[src/rtl/uart_autobaud.sv]
// uart_autobaud: measures a 0x55 sync character on rx and derives the bit period
// (bit_cycles) and the 8x-oversample divider from the F0..F4 span of eight bit times.
// Optional feature: define UART_AUTOBAUD_TOLERANCE_EN to reject characters whose
// F2..F4 intervals deviate from the F1 interval by more than a quarter of it.
module uart_autobaud #(
    parameter int unsigned BUS_CLK      = 10_000_000,
    parameter int unsigned DEFAULT_BAUD = 9600,
    parameter int unsigned DIV_WIDTH    = 16
) (
    input  logic                 clk,
    input  logic                 rst_n,
    input  logic                 rx,
    input  logic                 start,
    output logic [DIV_WIDTH-1:0] divider,
    output logic [DIV_WIDTH+2:0] bit_cycles,
    output logic                 locked,
    output logic                 busy,
    output logic                 err
);
    localparam int unsigned CW = DIV_WIDTH + 6;
    localparam logic [CW-1:0] CNT_MAX = '1;
    localparam logic [DIV_WIDTH-1:0] DEF_DIV = DIV_WIDTH'(BUS_CLK / (8 * DEFAULT_BAUD));
    localparam logic [DIV_WIDTH+2:0] DEF_BIT = (DIV_WIDTH + 3)'(BUS_CLK / DEFAULT_BAUD);

    typedef enum logic [2:0] {StIdle, StWaitIdle, StWaitStart, StMeasure, StCheckStop} state_t;

    state_t               r_state, w_state_next;
    logic                 r_rx_s1, r_rx_s2, r_rx_d;
    logic [CW-1:0]        r_total, r_iv, r_i1;
    logic [1:0]           r_fcnt;
    logic [DIV_WIDTH-1:0] r_div;
    logic [DIV_WIDTH+2:0] r_bit;
    logic                 r_locked, r_busy, r_err;

    logic                 w_fall, w_rise, w_tot_sat, w_iv_sat, w_tol_bad;
    logic [CW-1:0]        w_tot_inc, w_iv_inc;
    logic                 w_arm, w_clr, w_restart, w_latch_i1, w_lock, w_fail;

    assign w_fall    = r_rx_d & ~r_rx_s2;
    assign w_rise    = ~r_rx_d & r_rx_s2;
    assign w_tot_sat = (r_total == CNT_MAX);
    assign w_iv_sat  = (r_iv == CNT_MAX);
    // Count including the current cycle, clamped so the counters never wrap.
    assign w_tot_inc = w_tot_sat ? r_total : r_total + 1'b1;
    assign w_iv_inc  = w_iv_sat ? r_iv : r_iv + 1'b1;

`ifdef UART_AUTOBAUD_TOLERANCE_EN
    logic [CW-1:0] w_dev;
    assign w_dev     = (w_iv_inc > r_i1) ? (w_iv_inc - r_i1) : (r_i1 - w_iv_inc);
    assign w_tol_bad = (w_dev > (r_i1 >> 2));
`else
    assign w_tol_bad = 1'b0;
`endif

    assign divider    = r_div;
    assign bit_cycles = r_bit;
    assign locked     = r_locked;
    assign busy       = r_busy;
    assign err        = r_err;

    // Two-flop synchronizer plus delayed copy for edge detection; idles high.
    always_ff @(posedge clk or negedge rst_n) begin
        if (!rst_n) begin
            r_rx_s1 <= 1'b1;
            r_rx_s2 <= 1'b1;
            r_rx_d  <= 1'b1;
        end else begin
            r_rx_s1 <= rx;
            r_rx_s2 <= r_rx_s1;
            r_rx_d  <= r_rx_s2;
        end
    end

    // FSM state register.
    always_ff @(posedge clk or negedge rst_n) begin
        if (!rst_n) begin
            r_state <= StIdle;
        end else begin
            r_state <= w_state_next;
        end
    end

    // FSM next-state logic.
    always_comb begin
        w_state_next = r_state;
        case (r_state)
            StIdle:      if (w_arm) w_state_next = StWaitIdle;
            StWaitIdle:  if (r_rx_s2) w_state_next = StWaitStart;
            StWaitStart: if (w_clr) w_state_next = StMeasure;
            StMeasure: begin
                if (w_fail) begin
                    w_state_next = StIdle;
                end else if (w_fall && (r_fcnt == 2'd3)) begin
                    w_state_next = StCheckStop;
                end
            end
            StCheckStop: if (w_lock || w_fail) w_state_next = StIdle;
            default:     w_state_next = StIdle;
        endcase
    end

    // FSM control strobes: arm, counter clear/restart, completion and failure.
    always_comb begin
        w_arm      = 1'b0;
        w_clr      = 1'b0;
        w_restart  = 1'b0;
        w_latch_i1 = 1'b0;
        w_lock     = 1'b0;
        w_fail     = 1'b0;
        case (r_state)
            StIdle:      w_arm = start;
            StWaitStart: w_clr = w_fall;
            StMeasure: begin
                if (w_tot_sat || w_iv_sat) begin
                    w_fail = 1'b1;
                end else if (w_fall) begin
                    w_restart = 1'b1;
                    if (r_fcnt == 2'd0) begin
                        w_latch_i1 = 1'b1;
                    end else if (w_tol_bad) begin
                        w_fail = 1'b1;
                    end else if ((r_fcnt == 2'd3) && (w_tot_inc[CW-1:6] == '0)) begin
                        // Divider would be zero: character far too fast to use.
                        w_fail = 1'b1;
                    end
                end
            end
            StCheckStop: begin
                if (w_rise) begin
                    w_lock = 1'b1;
                end else if (w_iv_sat || (w_iv_inc >= r_i1)) begin
                    w_fail = 1'b1;
                end
            end
            default: ;
        endcase
    end

    // Measurement counters; total freezes after F4 and holds the 8-bit-time span.
    always_ff @(posedge clk or negedge rst_n) begin
        if (!rst_n) begin
            r_total <= '0;
            r_iv    <= '0;
            r_i1    <= '0;
            r_fcnt  <= '0;
        end else if (w_clr) begin
            r_total <= '0;
            r_iv    <= '0;
            r_fcnt  <= '0;
        end else if (r_state == StMeasure) begin
            r_total <= w_tot_inc;
            r_iv    <= w_restart ? '0 : w_iv_inc;
            if (w_restart) r_fcnt <= r_fcnt + 2'd1;
            if (w_latch_i1) r_i1 <= w_iv_inc;
        end else if (r_state == StCheckStop) begin
            r_iv <= w_iv_inc;
        end
    end

    // Result and status registers.
    always_ff @(posedge clk or negedge rst_n) begin
        if (!rst_n) begin
            r_div    <= DEF_DIV;
            r_bit    <= DEF_BIT;
            r_locked <= 1'b0;
            r_busy   <= 1'b0;
            r_err    <= 1'b0;
        end else begin
            if (w_arm) begin
                r_busy <= 1'b1;
                r_err  <= 1'b0;
            end
            if (w_lock) begin
                r_bit    <= r_total[CW-1:3];
                r_div    <= r_total[CW-1:6];
                r_locked <= 1'b1;
                r_busy   <= 1'b0;
            end
            if (w_fail) begin
                r_err  <= 1'b1;
                r_busy <= 1'b0;
            end
        end
    end

endmodule
[config.mk]
export PLATFORM = sky130hd
export DESIGN_NAME = uart_autobaud
export DESIGN_NICKNAME = d
export VERILOG_FILES = /design/src/rtl/uart_autobaud.sv
export SDC_FILE = /design/constraint.sdc
export NUM_CORES = 1
export LEC_CHECK = 0
export CAP_MARGIN = 20
export CORE_MARGIN = 2
export CORE_UTILIZATION = 55
export CTS_BUF_LIST = sky130_fd_sc_hd__clkbuf_2
export CTS_CLUSTER_DIAMETER = 60
export DETAILED_ROUTE_END_ITERATION = 7
export PLACE_DENSITY = 0.74
export SYNTH_ARGS = -nofsm -noshare
export SYNTH_HDL_FRONTEND = slang
export SYNTH_SLANG_ARGS = --single-unit
[constraint.sdc]
create_clock -name clk -period 4.59 [get_ports clk]
set_input_delay 0.918 -clock clk [delete_from_list [all_inputs] [get_ports clk]]
set_output_delay 0.918 -clock clk [all_outputs]
set_load 0.005 [all_outputs]
# Word level (Yosys, flattened, before mapping)
# Index checks and enable logic that the tools add are counted.
# word_totals
elab_cells	94
reg_bits	112
input_bits	4
output_inout_bits	38
# classes
n_bitwise	5
reduce_logical	17
addsub	3
n_mux	41
magnitude_cmp	1
eq_ne	13
# op_table
op	n
$mux 22	8
$add 22x1->22 const B	2
$eq 22x22->1 const B	2
$ge 22x22->1	1
$mux 1	22
$mux 3	6
$logic_not 16->1	1
$pmux 3 s5	1
$ne 2x2->1 const B	4
$eq 3x2->1 const B	2
$mux 2	3
$reduce_bool 2->1	3
$reduce_bool 3->1	2
$reduce_and 5->1	1
$reduce_and 2->1	2
$eq 3x1->1 const B	1
$eq 3x3->1 const B	1
$logic_not 3->1	1
$logic_or 1x1->1	3
$ne 3x3->1 const B	1
$not 1->1	3
$reduce_and 3->1	1
$add 2x1->2 const B	1
$and 1x1->1	2
other kinds (5)	6

# Logic depth before layout (Yosys ltp)
# logic_depth
depth_word	12
depth_mapped	16
depth_no_buf	16

# Worst setup path before layout
# No wires, ideal clock.
# synth_path
kind	reg-to-reg
start	register r_iv[0]
end	register r_state[2]
slack_ps	1201
setup_ps	122
n_path_buf	0
stages_incl_launch_ff	17
t_arrival_ps	3268
synth_period_minus_slack_ps	3389
t_required_ps	4468
path_cell_list	dfrtp_1 ha_1 nand3_1 nor3_1 nand2_1 and2_1 and3_1 xnor2_1 inv_1 ha_1 and4_1 a21oi_1 o211ai_1 a31oi_1 a2111o_1 o211ai_1 a2111oi_1
# synth_via
elab_chain_len	10
word_cells_on_any_way	16
classes_between	1 x add/sub; 1 x order compare; 3 x eq/ne; 7 x mux; 4 x reduce/logical
# synth_lines
element	line_no	rtl
from (decl)	29	logic [CW-1:0] r_total, r_iv, r_i1;
from (signal assigned)	152	r_iv <= w_restart ? '0 : w_iv_inc;
from (signal assigned)	156	r_iv <= w_iv_inc;
$add 22x1->22 / $eq 22x22->1 (equally long branches)	45, 42	
$mux 22 *	45	assign w_iv_inc = w_iv_sat ? r_iv : r_iv + 1'b1;
named net w_iv_inc[8]	36	logic [CW-1:0] w_tot_inc, w_iv_inc;
$ge 22x22->1 *	131	end else if (w_iv_sat || (w_iv_inc >= r_i1)) begin
$logic_or 1x1->1 *	131	
$mux 1 *	131	
$mux 1 *	129	if (w_rise) begin
$pmux 1 s2 *	110	case (r_state)
$logic_or 1x1->1	97	StCheckStop: if (w_lock || w_fail) w_state_next = StIdle;
$ne 2x2->1 (no line)	n/a	
$reduce_and 5->1 (no line)	n/a	
to (signal assigned)	77	r_state <= StIdle;
to (signal assigned)	79	r_state <= w_state_next;
to (decl)	27	state_t r_state, w_state_next;
# The timed path passes the listed nets; every way through them passes the cells marked *.
# A chain may end at the register's enable or synchronous reset.

# Final worst setup path
# layout_path
start	register r_iv[3]
end	register r_state[2]
# The elaborated chain is that of the path after synthesis.

==> flow_results.org <==
** Outcome
- Run status :: finished, final reports clean

** Clock network
- Root buffer cell :: sky130_fd_sc_hd__clkbuf_2
- Post-CTS sizing :: 0
- CTS saw between 90 and 100 sinks.
- TritonCTS created 9 clock buffers.
- TritonCTS built the clock tree.
- Clock-pin slew was measured on the worst setup and hold paths at 0.26 ns.
- The H-tree was split into 3 levels.
- For the worst-skew pair, the clock arrives at the later sink with an insertion delay of roughly 0.56 ns.
- Post-CTS Hold Fix Bufs :: 0
- The longest clock path from root to sink contains 2 buffers.
- Buffers added to address setup during post-CTS repair amount to 0.

** Critical path
- R2R Setup Slk :: 0.49 ns
- The worst setup path is launched from a flop.
- Crit Path Max Fanout :: 8
- The worst register-to-register path ends at r_state[2]$_DFFE_PN0P_.
- Start of the worst register-to-register path :: r_iv[3]$_DFFE_PN0P_
- Data on the critical path arrives at its endpoint at 4.55 ns.
- Data on the critical path is required at its endpoint by 5.04 ns.
- Start-to-end type of the worst setup path :: flop to flop
- Kind of capture point of the worst setup path :: flop
- FF-to-FF path depth :: 15

** Placed design
- After legalization and detailed placement, the total HPWL measured around 8.9 mm.
- Last weighted congestion value of the routability-driven placer :: between 0.9 and 1
- # port buffers :: between 40 and 50
- Count of placed standard cells including taps :: 757

** Final layout
- The library cell used most frequently in the layout, excluding fill and tap cells, is sky130_fd_sc_hd__dfrtp_1.
- Post-layout nets :: 662
- Leaving out fill and tap cells, the most frequent cells in the layout are sky130_fd_sc_hd__dfrtp_1 (90), sky130_fd_sc_hd__nand2_1 (62), sky130_fd_sc_hd__nor2_1 (53), sky130_fd_sc_hd__inv_1 (42), sky130_fd_sc_hd__clkdlybuf4s50_1 (40).
- The post-route netlist has a little over a tenth of its cells at a drive strength greater than 1.
- Relative to the synthesized area, the layout overhead comes to 8.72%.
- Post-route non-filler standard cell count :: 774

** Logic synthesis
- Synthesis warning total :: 0
- Share of flip-flops with an asynchronous set or reset :: between 90% and 100%
- Commonest register cell after synthesis :: sky130_fd_sc_hd__dfrtp_1
- The synthesized design contains 0 enable-type register cells.
- Synthesized cell area :: ~0.0057 mm^2
- Flops & latches, synth :: 96
- When the netlist entered floorplanning its net count stood at between 600 and 700.
- Synthesis produced a netlist whose cell count is between 600 and 700.
- Average instance area after synthesis :: 9.24 um^2
- Of the synthesized area, sequential elements account for between 40 and 50%.
- Distinct cells, synth :: 64

** Global route
- Grt ovf :: 0
- The initial antenna violation count was 1.
- Via count of the first global-routing pass :: 4272
- Pin count of the biggest net entering global routing :: 63
- Global-route wire length before repair :: ~21 mm
- In the global route stage, overall resource usage came out at about a quarter.

** Drt
- Vias :: about 4500
- Drt initial violations :: ~360
- After detailed routing, the number of remaining DRC violations is 0.
- In this run the remaining antenna-violating nets after routing total 0.
- Number of detailed-route iterations in the first pass :: 7
- Dividing the detail-routed wire length by the instance count gives approximately 16 um.
- Total length of routed wires :: ~12 mm
- Average vias per placed instance :: between 5 and 6

** Timing
- For the final routed database, the setup TNS stands at 0 ns.
- Crit share post-route :: between 80% and 90%
- Fmax :: between 0.2 and 0.25 GHz
- For the pin with the worst max-slew slack, the measured transition is roughly 0.99 ns.
- Final hold violation count :: 0
- Clock period minus final worst setup slack :: 4.10 ns
- Setup repair after global routing left no endpoint under its margin.
- Max-slew headroom at the worst pin :: about a third
- Setup violation total in the final timing report :: 0
- Fin Clk Skew :: between 0.02 and 0.025 ns
- Count of final max-slew check failures :: 0

** Power
- For this design the static power due to leakage is 2.80 nW.
- Flop pwr share :: approximately 47%
- Clk pwr share :: between 20% and 30%
- Net switching is around 36% of the power.
- The worst-case IR drop observed on VDD is 0.192 mV.
- Net Sw Power :: 761 uW
- Power share of the combinational group :: 28.5%
- Power density over cell area :: 345 mW/mm^2
- Cell-internal power :: about 1.4 mW

** Floorplan
- Number of top-level design ports :: 42
- Die Footprint :: between 0.01 and 0.015 mm^2
- From bottom edge to top edge, the die measures about 110 um.
- Die span in x :: about 110 um
- Placeable core area :: 0.0102 mm^2
- In this run the core area contains 37 standard-cell rows.
- The initial utilization of the core area, before any placement, comes to ~56%.

** Run
- Number of max-cap violations :: 0

** Min path
- Class of the worst hold path :: input port to async pin
==> sequential cells by signal, summed over array words and instances (netlist names) <==
| signal | cells |
|---|---|
| bit_cycles | 3 |
| busy | 1 |
| divider | 16 |
| err | 1 |
| locked | 1 |
| r_fcnt | 2 |
| r_i1 | 22 |
| r_iv | 22 |
| r_rx_d | 1 |
| r_rx_s1 | 1 |
| r_rx_s2 | 1 |
| r_state | 3 |
| r_total | 22 |
==> how the worst max path moves through the flow <==
stage / start / end / depth (start not counted)
6_report: r_iv[3]$_DFFE_PN0P_ / r_state[2]$_DFFE_PN0P_ / 15
5_1_grt: r_iv[0]$_DFFE_PN0P_ / r_state[2]$_DFFE_PN0P_ / 16
4_1_cts: r_iv[0]$_DFFE_PN0P_ / r_state[2]$_DFFE_PN0P_ / 16
3_5_place_dp: r_iv[0]$_DFFE_PN0P_ / r_state[2]$_DFFE_PN0P_ / 16
3_3_place_gp: r_iv[0]$_DFFE_PN0P_ / r_state[2]$_DFFE_PN0P_ / 16
2_1_floorplan: r_iv[0]$_DFFE_PN0P_ / r_state[2]$_DFFE_PN0P_ / 16
==> area by class of cell <==
cell class	instances	area (um^2)
fill	861	4010
clock buffer	9	45.0
clock inverter	7	110
tap	136	170
multi-input combinational	436	2830
timing repair buffer	47	453
sequential	96	2410
inverter	42	158
antenna	1	2.50
==> metrics by stage <==
| stage | utilization, % | area [um^2] | power [mW] | worst slack [ns] | hold slack (ns) |
|---|---|---|---|---|---|
| global route | 60.7 | 6180 | 2.27 | 0.0178 | 0.393 |
| global placement | 59.1 | 6020 | 1.60 | 0.867 | 0.345 |
| finish | 60.7 | 6180 | 2.13 | 0.488 | 0.369 |
| floorplan | - | 5680 | 1.44 | 1.20 | 0.345 |
| CTS | 60.7 | 6180 | 2.14 | 0.517 | 0.386 |
| detailed placement | 59.1 | 6020 | 1.62 | 0.619 | 0.349 |
==> power groups by stage <==
stage	combinational [mW]	sequential [mW]	clock (mW)
after floorplan	0.440	1.00	0
after global placement	0.581	1.01	0
after detailed placement	0.601	1.02	0
after CTS	0.605	1.01	0.529
after global routing	0.682	1.02	0.567
final	0.606	1.01	0.517
==> Yosys cell counts (3+ instances only) <==
cell                       instances  area, um^2
sky130_fd_sc_hd__xor2_1           10        87.6
sky130_fd_sc_hd__or2_2             3        18.8
sky130_fd_sc_hd__nand2b_1          5        31.3
sky130_fd_sc_hd__a311oi_1          3        26.3
sky130_fd_sc_hd__dfrtp_1          90        2250
sky130_fd_sc_hd__a21oi_1          31         155
sky130_fd_sc_hd__o21ai_1          28         140
sky130_fd_sc_hd__buf_4            18         135
sky130_fd_sc_hd__and3_1            7        43.8
sky130_fd_sc_hd__ha_1             26         325
sky130_fd_sc_hd__nand4_1          12        75.1
sky130_fd_sc_hd__or3_1             4        25.0
sky130_fd_sc_hd__a2111o_1          3        33.8
sky130_fd_sc_hd__mux2i_1           3        30.0
sky130_fd_sc_hd__nor2b_1           5        31.3
sky130_fd_sc_hd__a21o_1            7        52.6
sky130_fd_sc_hd__o21ai_0          32         160
sky130_fd_sc_hd__and4_1            4        35.0
sky130_fd_sc_hd__o31ai_1          11        82.6
sky130_fd_sc_hd__buf_2             5        25.0
sky130_fd_sc_hd__clkbuf_1         10        37.5
sky130_fd_sc_hd__dfstp_2           6         158
sky130_fd_sc_hd__nand3_1          18        90.1
sky130_fd_sc_hd__nand2_1          62         233
sky130_fd_sc_hd__and2_1            6        37.5
sky130_fd_sc_hd__inv_1            42         158
sky130_fd_sc_hd__xnor2_1          21         184
sky130_fd_sc_hd__nor3_1           15        75.1
sky130_fd_sc_hd__mux2_2           18         203
sky130_fd_sc_hd__o211ai_1          4        30.0
sky130_fd_sc_hd__buf_6             5        56.3
sky130_fd_sc_hd__a31oi_1           8        50.1
sky130_fd_sc_hd__nor2_1           53         199
==> per-layer routing <==
metal  share of wire [%]  wire (um)  GRT usage [%]  vias up
met5                   0          0              0        -
met4                 1.9        240           8.74        0
met3                 4.6        575           3.40       16
met2                  46       5720           35.9      126
met1                  48       5940           34.3     2201
li1                    -          -              -     2166
==> logic make-up after synthesis <==
logic type      after synthesis  synth area share (%)
compound gates              140                  15.1
xor+xnor                     31                  4.78
fa+ha+maj                    26                  5.72
buf+inv                      83                  7.79
flops                        96                  42.4
mux                          22                  4.29
simple gates                217                  19.9
==> worst max-delay path, stage by stage (launching register included) <==
cell,delay (ns)
sky130_fd_sc_hd__dfrtp_1,0.54
sky130_fd_sc_hd__nand4_1,0.23
sky130_fd_sc_hd__nor3_1,0.53
sky130_fd_sc_hd__nand2_1,0.32
sky130_fd_sc_hd__and2_1,0.29
sky130_fd_sc_hd__and3_1,0.20
sky130_fd_sc_hd__xnor2_1,0.24
sky130_fd_sc_hd__inv_1,0.07
sky130_fd_sc_hd__ha_1,0.28
sky130_fd_sc_hd__and4_1,0.21
sky130_fd_sc_hd__a21oi_1,0.15
sky130_fd_sc_hd__o211ai_1,0.11
sky130_fd_sc_hd__a31oi_1,0.20
sky130_fd_sc_hd__a2111o_1,0.14
sky130_fd_sc_hd__o211ai_1,0.13
sky130_fd_sc_hd__a2111oi_1,0.35
(Power assumes the default switching activity.)
